`src/rtl/lcd_frame_monitor.sv`:
```
// rtl/lcd_frame_monitor.sv - receive-side monitor for a parallel RGB LCD bus
//
// Purpose:
//   Recovers pixel x/y coordinates from the sampled LCD bus, measures the
//   active geometry of each frame and counts the frames. A frame is flagged
//   as malformed when a line width or the line count differs from the
//   expected geometry, when a counter saturates, or when data_enable is
//   high during a sync pulse. The partial frame seen after reset is never
//   reported.
//
// Ports:
//   clock, reset_n            system clock, asynchronous active-low reset
//   tick                      pixel enable; the bus is sampled only when high
//   hs_n, vs_n, data_enable   LCD sync (active low) and active-pixel qualifier
//   red, green, blue          incoming pixel colour
//   pixel_valid               one-clock pulse: x, y, *_out hold a captured pixel
//   x, y                      coordinates of the captured pixel
//   red_out/green_out/blue_out  captured colour
//   frame_done                one-clock pulse: frame statistics updated
//   width, height             last line width / line count of completed frame
//   frame_count               completed frames (wraps)
//   geom_error                completed frame was malformed (held)
//   crc                       per-frame pixel CRC-16-CCITT
//
// Configuration macro:
//   LCD_MONITOR_CRC_EN  enables the per-frame CRC; otherwise crc is 16'h0000.

module lcd_frame_monitor #(
  parameter int H_ACTIVE = 800,
  parameter int V_ACTIVE = 480,
  parameter int XW       = 10,
  parameter int YW       = 10
) (
  input  logic          clock,
  input  logic          reset_n,
  input  logic          tick,
  input  logic          hs_n,
  input  logic          vs_n,
  input  logic          data_enable,
  input  logic [7:0]    red,
  input  logic [7:0]    green,
  input  logic [7:0]    blue,
  output logic          pixel_valid,
  output logic [XW-1:0] x,
  output logic [YW-1:0] y,
  output logic [7:0]    red_out,
  output logic [7:0]    green_out,
  output logic [7:0]    blue_out,
  output logic          frame_done,
  output logic [XW-1:0] width,
  output logic [YW-1:0] height,
  output logic [15:0]   frame_count,
  output logic          geom_error,
  output logic [15:0]   crc
);

  localparam logic [XW-1:0] H_EXP = XW'(H_ACTIVE);
  localparam logic [YW-1:0] V_EXP = YW'(V_ACTIVE);
  localparam logic [XW-1:0] X_MAX = '1;
  localparam logic [YW-1:0] Y_MAX = '1;

  typedef enum logic {WAIT_VS, IN_FRAME} state_t;

  state_t        state_q, state_d;
  logic [XW-1:0] x_cnt, last_w;
  logic [YW-1:0] line_cnt;
  logic          err_acc, prev_de, prev_vs;
  logic          vs_fall, de_fall;

  logic [XW-1:0] x_nx, last_w_nx, pix_x;
  logic [YW-1:0] line_nx, pix_y, close_h;
  logic          err_nx, close_err;

  assign vs_fall = prev_vs & ~vs_n;
  assign de_fall = prev_de & ~data_enable;

  always_ff @(posedge clock or negedge reset_n) begin
    if (!reset_n) state_q <= WAIT_VS;
    else          state_q <= state_d;
  end

  // The first vs_fall after reset only arms; frames are closed from IN_FRAME.
  always_comb begin
    state_d = state_q;
    if (tick && vs_fall && state_q == WAIT_VS) state_d = IN_FRAME;
  end

  // Per-tick update, evaluated in order: line end, frame end, active pixel.
  always_comb begin
    x_nx      = x_cnt;
    line_nx   = line_cnt;
    err_nx    = err_acc;
    last_w_nx = last_w;
    if (de_fall) begin
      last_w_nx = x_cnt;
      if (x_cnt != H_EXP) err_nx = 1'b1;
      if (line_cnt == Y_MAX) err_nx = 1'b1;
      else                   line_nx = line_cnt + 1'b1;
      x_nx = '0;
    end
    // Frame statistics include a line that ended on this same tick.
    close_h   = line_nx;
    close_err = err_nx | (line_nx != V_EXP);
    if (vs_fall) begin
      line_nx = '0;
      err_nx  = 1'b0;
      x_nx    = '0;
    end
    // A pixel on the vs_fall tick is the first pixel of the new frame.
    pix_x = x_nx;
    pix_y = line_nx;
    if (data_enable) begin
      if (x_nx == X_MAX) err_nx = 1'b1;
      else               x_nx   = x_nx + 1'b1;
      if (!hs_n || !vs_n) err_nx = 1'b1;
    end
  end

  always_ff @(posedge clock or negedge reset_n) begin
    if (!reset_n) begin
      x_cnt       <= '0;
      line_cnt    <= '0;
      last_w      <= '0;
      err_acc     <= 1'b0;
      prev_de     <= 1'b0;
      prev_vs     <= 1'b1;
      pixel_valid <= 1'b0;
      x           <= '0;
      y           <= '0;
      red_out     <= '0;
      green_out   <= '0;
      blue_out    <= '0;
      frame_done  <= 1'b0;
      width       <= '0;
      height      <= '0;
      frame_count <= '0;
      geom_error  <= 1'b0;
    end else begin
      pixel_valid <= 1'b0;
      frame_done  <= 1'b0;
      if (tick) begin
        prev_vs <= vs_n;
        prev_de <= data_enable;
        if (state_q == IN_FRAME) begin
          x_cnt    <= x_nx;
          line_cnt <= line_nx;
          err_acc  <= err_nx;
          last_w   <= last_w_nx;
          if (vs_fall) begin
            frame_done  <= 1'b1;
            width       <= last_w_nx;
            height      <= close_h;
            geom_error  <= close_err;
            frame_count <= frame_count + 16'd1;
          end
          if (data_enable) begin
            pixel_valid <= 1'b1;
            x           <= pix_x;
            y           <= pix_y;
            red_out     <= red;
            green_out   <= green;
            blue_out    <= blue;
          end
        end
      end
    end
  end

`ifdef LCD_MONITOR_CRC_EN
  logic [15:0] crc_acc, crc_nx;

  // CRC-16-CCITT, poly 0x1021, MSB first over {red,green,blue}.
  function automatic logic [15:0] crc_step(input logic [15:0] c, input logic [23:0] d);
    logic [15:0] r;
    r = c;
    for (int i = 23; i >= 0; i--) begin
      if (r[15] ^ d[i]) r = {r[14:0], 1'b0} ^ 16'h1021;
      else              r = {r[14:0], 1'b0};
    end
    return r;
  endfunction

  always_comb begin
    crc_nx = crc_acc;
    if (vs_fall)     crc_nx = 16'hFFFF;
    if (data_enable) crc_nx = crc_step(crc_nx, {red, green, blue});
  end

  always_ff @(posedge clock or negedge reset_n) begin
    if (!reset_n) begin
      crc_acc <= 16'hFFFF;
      crc     <= '0;
    end else if (tick) begin
      if (state_q == IN_FRAME) begin
        crc_acc <= crc_nx;
        if (vs_fall) crc <= crc_acc;
      end else if (vs_fall) begin
        crc_acc <= 16'hFFFF;
      end
    end
  end
`else
  assign crc = 16'h0000;
`endif

endmodule

```
`config.mk`:
```
export PLATFORM = sky130hd
export DESIGN_NAME = lcd_frame_monitor
export DESIGN_NICKNAME = d
export VERILOG_FILES = /design/src/rtl/lcd_frame_monitor.sv
export SDC_FILE = /design/constraint.sdc
export NUM_CORES = 1
export LEC_CHECK = 0
export ABC_AREA = 1
export CAP_MARGIN = 0
export CORE_UTILIZATION = 55
export CTS_CLUSTER_SIZE = 25
export DETAILED_ROUTE_END_ITERATION = 8
export DONT_BUFFER_PORTS = 1
export PLACE_DENSITY = 0.7
export SLEW_MARGIN = 10
export SYNTH_ARGS = -nofsm -noshare
export SYNTH_HDL_FRONTEND = slang
export SYNTH_SLANG_ARGS = --single-unit
export TNS_END_PERCENT = 5
```
`constraint.sdc`:
```
create_clock -name clock -period 4.2 [get_ports clock]
set_input_delay 0.84 -clock clock [delete_from_list [all_inputs] [get_ports clock]]
set_output_delay 0.84 -clock clock [all_outputs]
set_load 0.005 [all_outputs]
```
==> flow_metrics.tcl <==
set metrics [dict create \
    critical_path_class "reg2reg" \
    yosysTopAreaCell "dfrtp_1" \
    reg2reg_setup_slack_ns 1.45 \
    r2r-end "x_cnt[0]" \
    dr.pass1.iters 4 \
    antenna_found_initial 0 \
    drive_gt1_frac 0.0984 \
    cts_buffers 17 \
    fillers 839 \
    critical_path.max_fanout 11 \
    gr-total-overflow 0 \
    antenna_left 0 \
    num_vias 4154 \
    leakage_uw 0.00295 \
    cts_buffer_depth 2 \
    hpwlAfterDp_um 7940 \
    avgSynthCellArea_um2 8.62 \
    worstPathCellList "nand2_1, inv_1, nor3_1, ha_1, nand2_1, inv_1, nand2_1, nor2_1, nand2_2, nand2_2, nand2_1, o211ai_1, nand2_1" \
    async_reset_ff_frac 1.00 \
    ys_types 39 \
    hp-class "in2async" \
    wire_per_inst_um 15.7 \
    synthTopCellsByArea "dfrtp_1 (54%), nand2_1 (14%), o21ai_0 (5.7%)" \
    finalMaxSlewViolations 0 \
    power.total_uw 3140 \
    nets 660 \
    initial_utilization 0.576 \
    cts_tree "yes" \
    critPathMaxStageDelay_ns 0.45 \
    core_mm2 0.00937 \
    grt_pass1_vias 3997 \
    final.period_utilization 0.654 \
    synth_top_cell_area_share 0.538 \
    crit_path_end_kind "flop" \
    yosysSeqAreaShare 0.543 \
    htree_levels 4 \
    irDropWorstVdd_mv 0.326 \
    power.density_mw_per_mm2 522 \
    io_pins 129 \
    path_clk_slew_ns 0.06 \
    cp-start-kind "flop" \
    r2r_cells 13 \
    hold_viol 0 \
    die_y_um 101 \
    cp.required_ns 4.59 \
    synthCells 626 \
    die_w_um 101 \
    dieArea_mm2 0.0102 \
    worstMarginPinSlew_ns 0.792 \
    synth_seq_cells 117 \
    fmax_ghz 0.364 \
    cap_viol_max_count 0 \
    fin_util 0.641 \
    crit_top_cell "nand2_1" \
    grt_pass1_wl_um 19400 \
    finalWirelength_um 12100 \
    antenna_cells 0 \
    cts_sinks 117 \
    area_delta_synth_final_pct 11.3 \
    clkLatencyLatePin_ns 0.52 \
    ys_warn_count 0 \
    finalSetupViolations 0 \
    gp_congestion 0.880 \
    vias_per_cell 5.40 \
    status "complete, no violations" \
    rows 35 \
    r2r_start "prev_vs" \
    grt_max_degree 118 \
    cp.arrival_ns 3.14 \
    drc_errors 0 \
    relSlewSlack 0.471 \
    cts.repair.resized 0 \
    io_buffers 0 \
    postCtsSetupBuffers 0 \
    grt_setup_unrepaired "false" \
    synth_flop_cell "dfrtp_1" \
    fin_worst_skew_ns 0.0134 \
    synth-edff-count 0 \
    setup_tns_ns 0 \
    cts_root_buf "clkbuf_8" \
    initialDrtViolationCount 203 \
    min_period_ns 2.75 \
    syn_area_mm2 0.00540 \
    grt_use_total 0.249 \
    cp_slowest_cell "nand2_1" \
]
-- cells in the mapped netlist (all sizes together) (2+ instances only) --
cell / n
a21oi: 9
buf: 22
clkbuf: 15
dfrtp: 116
ha: 3
inv: 49
mux2i: 5
nand2: 213
nand3: 33
nand3b: 2
nand4: 15
nor2: 45
nor3: 6
o21ai: 61
o22ai: 8
xnor2: 7
xor2: 9
-- metrics by stage --
stage / setup slack, ns / hold WS [ns] / std cells / area [µm²]
final: 1.45 / 0.0195 / 769 / 6010
after global placement: 1.18 / 0.466 / 735 / 5410
after CTS: 1.51 / 0.00416 / 767 / 5980
after detailed placement: 1.00 / 0.471 / 735 / 5410
after floorplan: 1.59 / 0.448 / 641 / 5450
after global routing: 1.18 / 0.00108 / 769 / 6010
-- cell families (layout without fill, tap and decap cells) --
logic type	Yosys count	after routing	synth area share
compound gates	83	83	0.0814
mux	5	5	0.00927
flops	117	117	0.543
buf+inv	86	85	0.0758
simple gates	315	315	0.257
fa+ha+maj	3	3	0.00696
xor+xnor	16	16	0.0260
other cells	1	16	0.000695
-- state kept, by name, summed over array words and instances, names as in the netlist, 8 cells and up --
| signal | count |
|---|---|
| blue_out | 8 |
| frame_count | 16 |
| green_out | 8 |
| height | 10 |
| last_w | 10 |
| line_cnt | 10 |
| red_out | 8 |
| width | 10 |
| x | 10 |
| x_cnt | 10 |
| y | 10 |
-- final cells by class --
type / instances / area [µm²] / share of cell area
repair buffers: 4 / 45.0 / 0.00750
well taps: 129 / 161 / 0.0269
inverters: 49 / 186 / 0.0310
clock inverters: 14 / 151 / 0.0252
clock buffers: 18 / 418 / 0.0696
multi-input cells: 438 / 2110 / 0.352
flip-flops and latches: 117 / 2930 / 0.488
-- worst max-delay path by stage --
| stage | slack, ns | to | depth (start not counted) | startpoint |
|---|---|---|---|---|
| finish | 1.45 | x_cnt[0] | 13 | prev_vs |
| CTS | 1.51 | x_cnt[0] | 13 | prev_vs |
| global route | 1.18 | x_cnt[7] | 10 | prev_vs |
| detailed placement | 1.00 | x_cnt[0] | 14 | vs_n |
| floorplan | 1.59 | x_cnt[0] | 15 | data_enable |
| global placement | 1.18 | x_cnt[9] | 13 | vs_n |
-- metal layers --
metal  global-route usage  up-vias  share of wire
met5                    0        -              0
met2                0.403      144           0.49
met3               0.0839       21          0.066
met4                0.101        0          0.021
li1                     -     1990              -
met1                0.307     1999           0.42
-- placed cells by master (no fill, tap or decap), types with 3 or more instances in the layout --
| cell type | synthesis | routed |
|---|---|---|
| xor2_1 | 9 | 9 |
| inv_1 | 45 | 45 |
| nand2_1 | 205 | 205 |
| ha_1 | 3 | 3 |
| nor2_2 | 8 | 8 |
| xnor2_1 | 7 | 7 |
| o21ai_0 | 61 | 61 |
| a21oi_1 | 9 | 9 |
| clkinv_4 | 0 | 3 |
| nand2_2 | 6 | 6 |
| mux2i_1 | 5 | 5 |
| o22ai_1 | 8 | 8 |
| nand4_1 | 14 | 14 |
| nor3_1 | 5 | 5 |
| dfrtp_1 | 116 | 116 |
| inv_2 | 3 | 3 |
| inv_6 | 0 | 4 |
| nor2_1 | 35 | 35 |
| clkbuf_16 | 0 | 16 |
| nand3_1 | 31 | 31 |
| clkinv_2 | 0 | 3 |
| conb_1 | 1 | 16 |
-- timing repair --
action                                  CTS  global route
hold buffers                              0             2
endpoints found under the hold margin     0            12
endpoints found under the setup margin    0             0
-- report_power, final --
| part | internal [µW] | switching, µW | total [µW] |
|---|---|---|---|
| Combinational | 107 | 200 | 307 |
| Sequential | 1280 | 149 | 1430 |
| Clock | 850 | 548 | 1400 |
| Total | 2240 | 897 | 3140 |
-- worst max-delay path: cells and delay by family (launching register included) --
family / cells / cell delay [ns]
AND/OR/NAND/NOR: 9 / 1.55
flip-flops: 1 / 0.38
buffers and inverters: 2 / 0.34
adder cells (fa/ha/maj): 1 / 0.27
AO/OA/AOI/OAI: 1 / 0.08
Note: power is estimated with default switching activity, not from simulation.
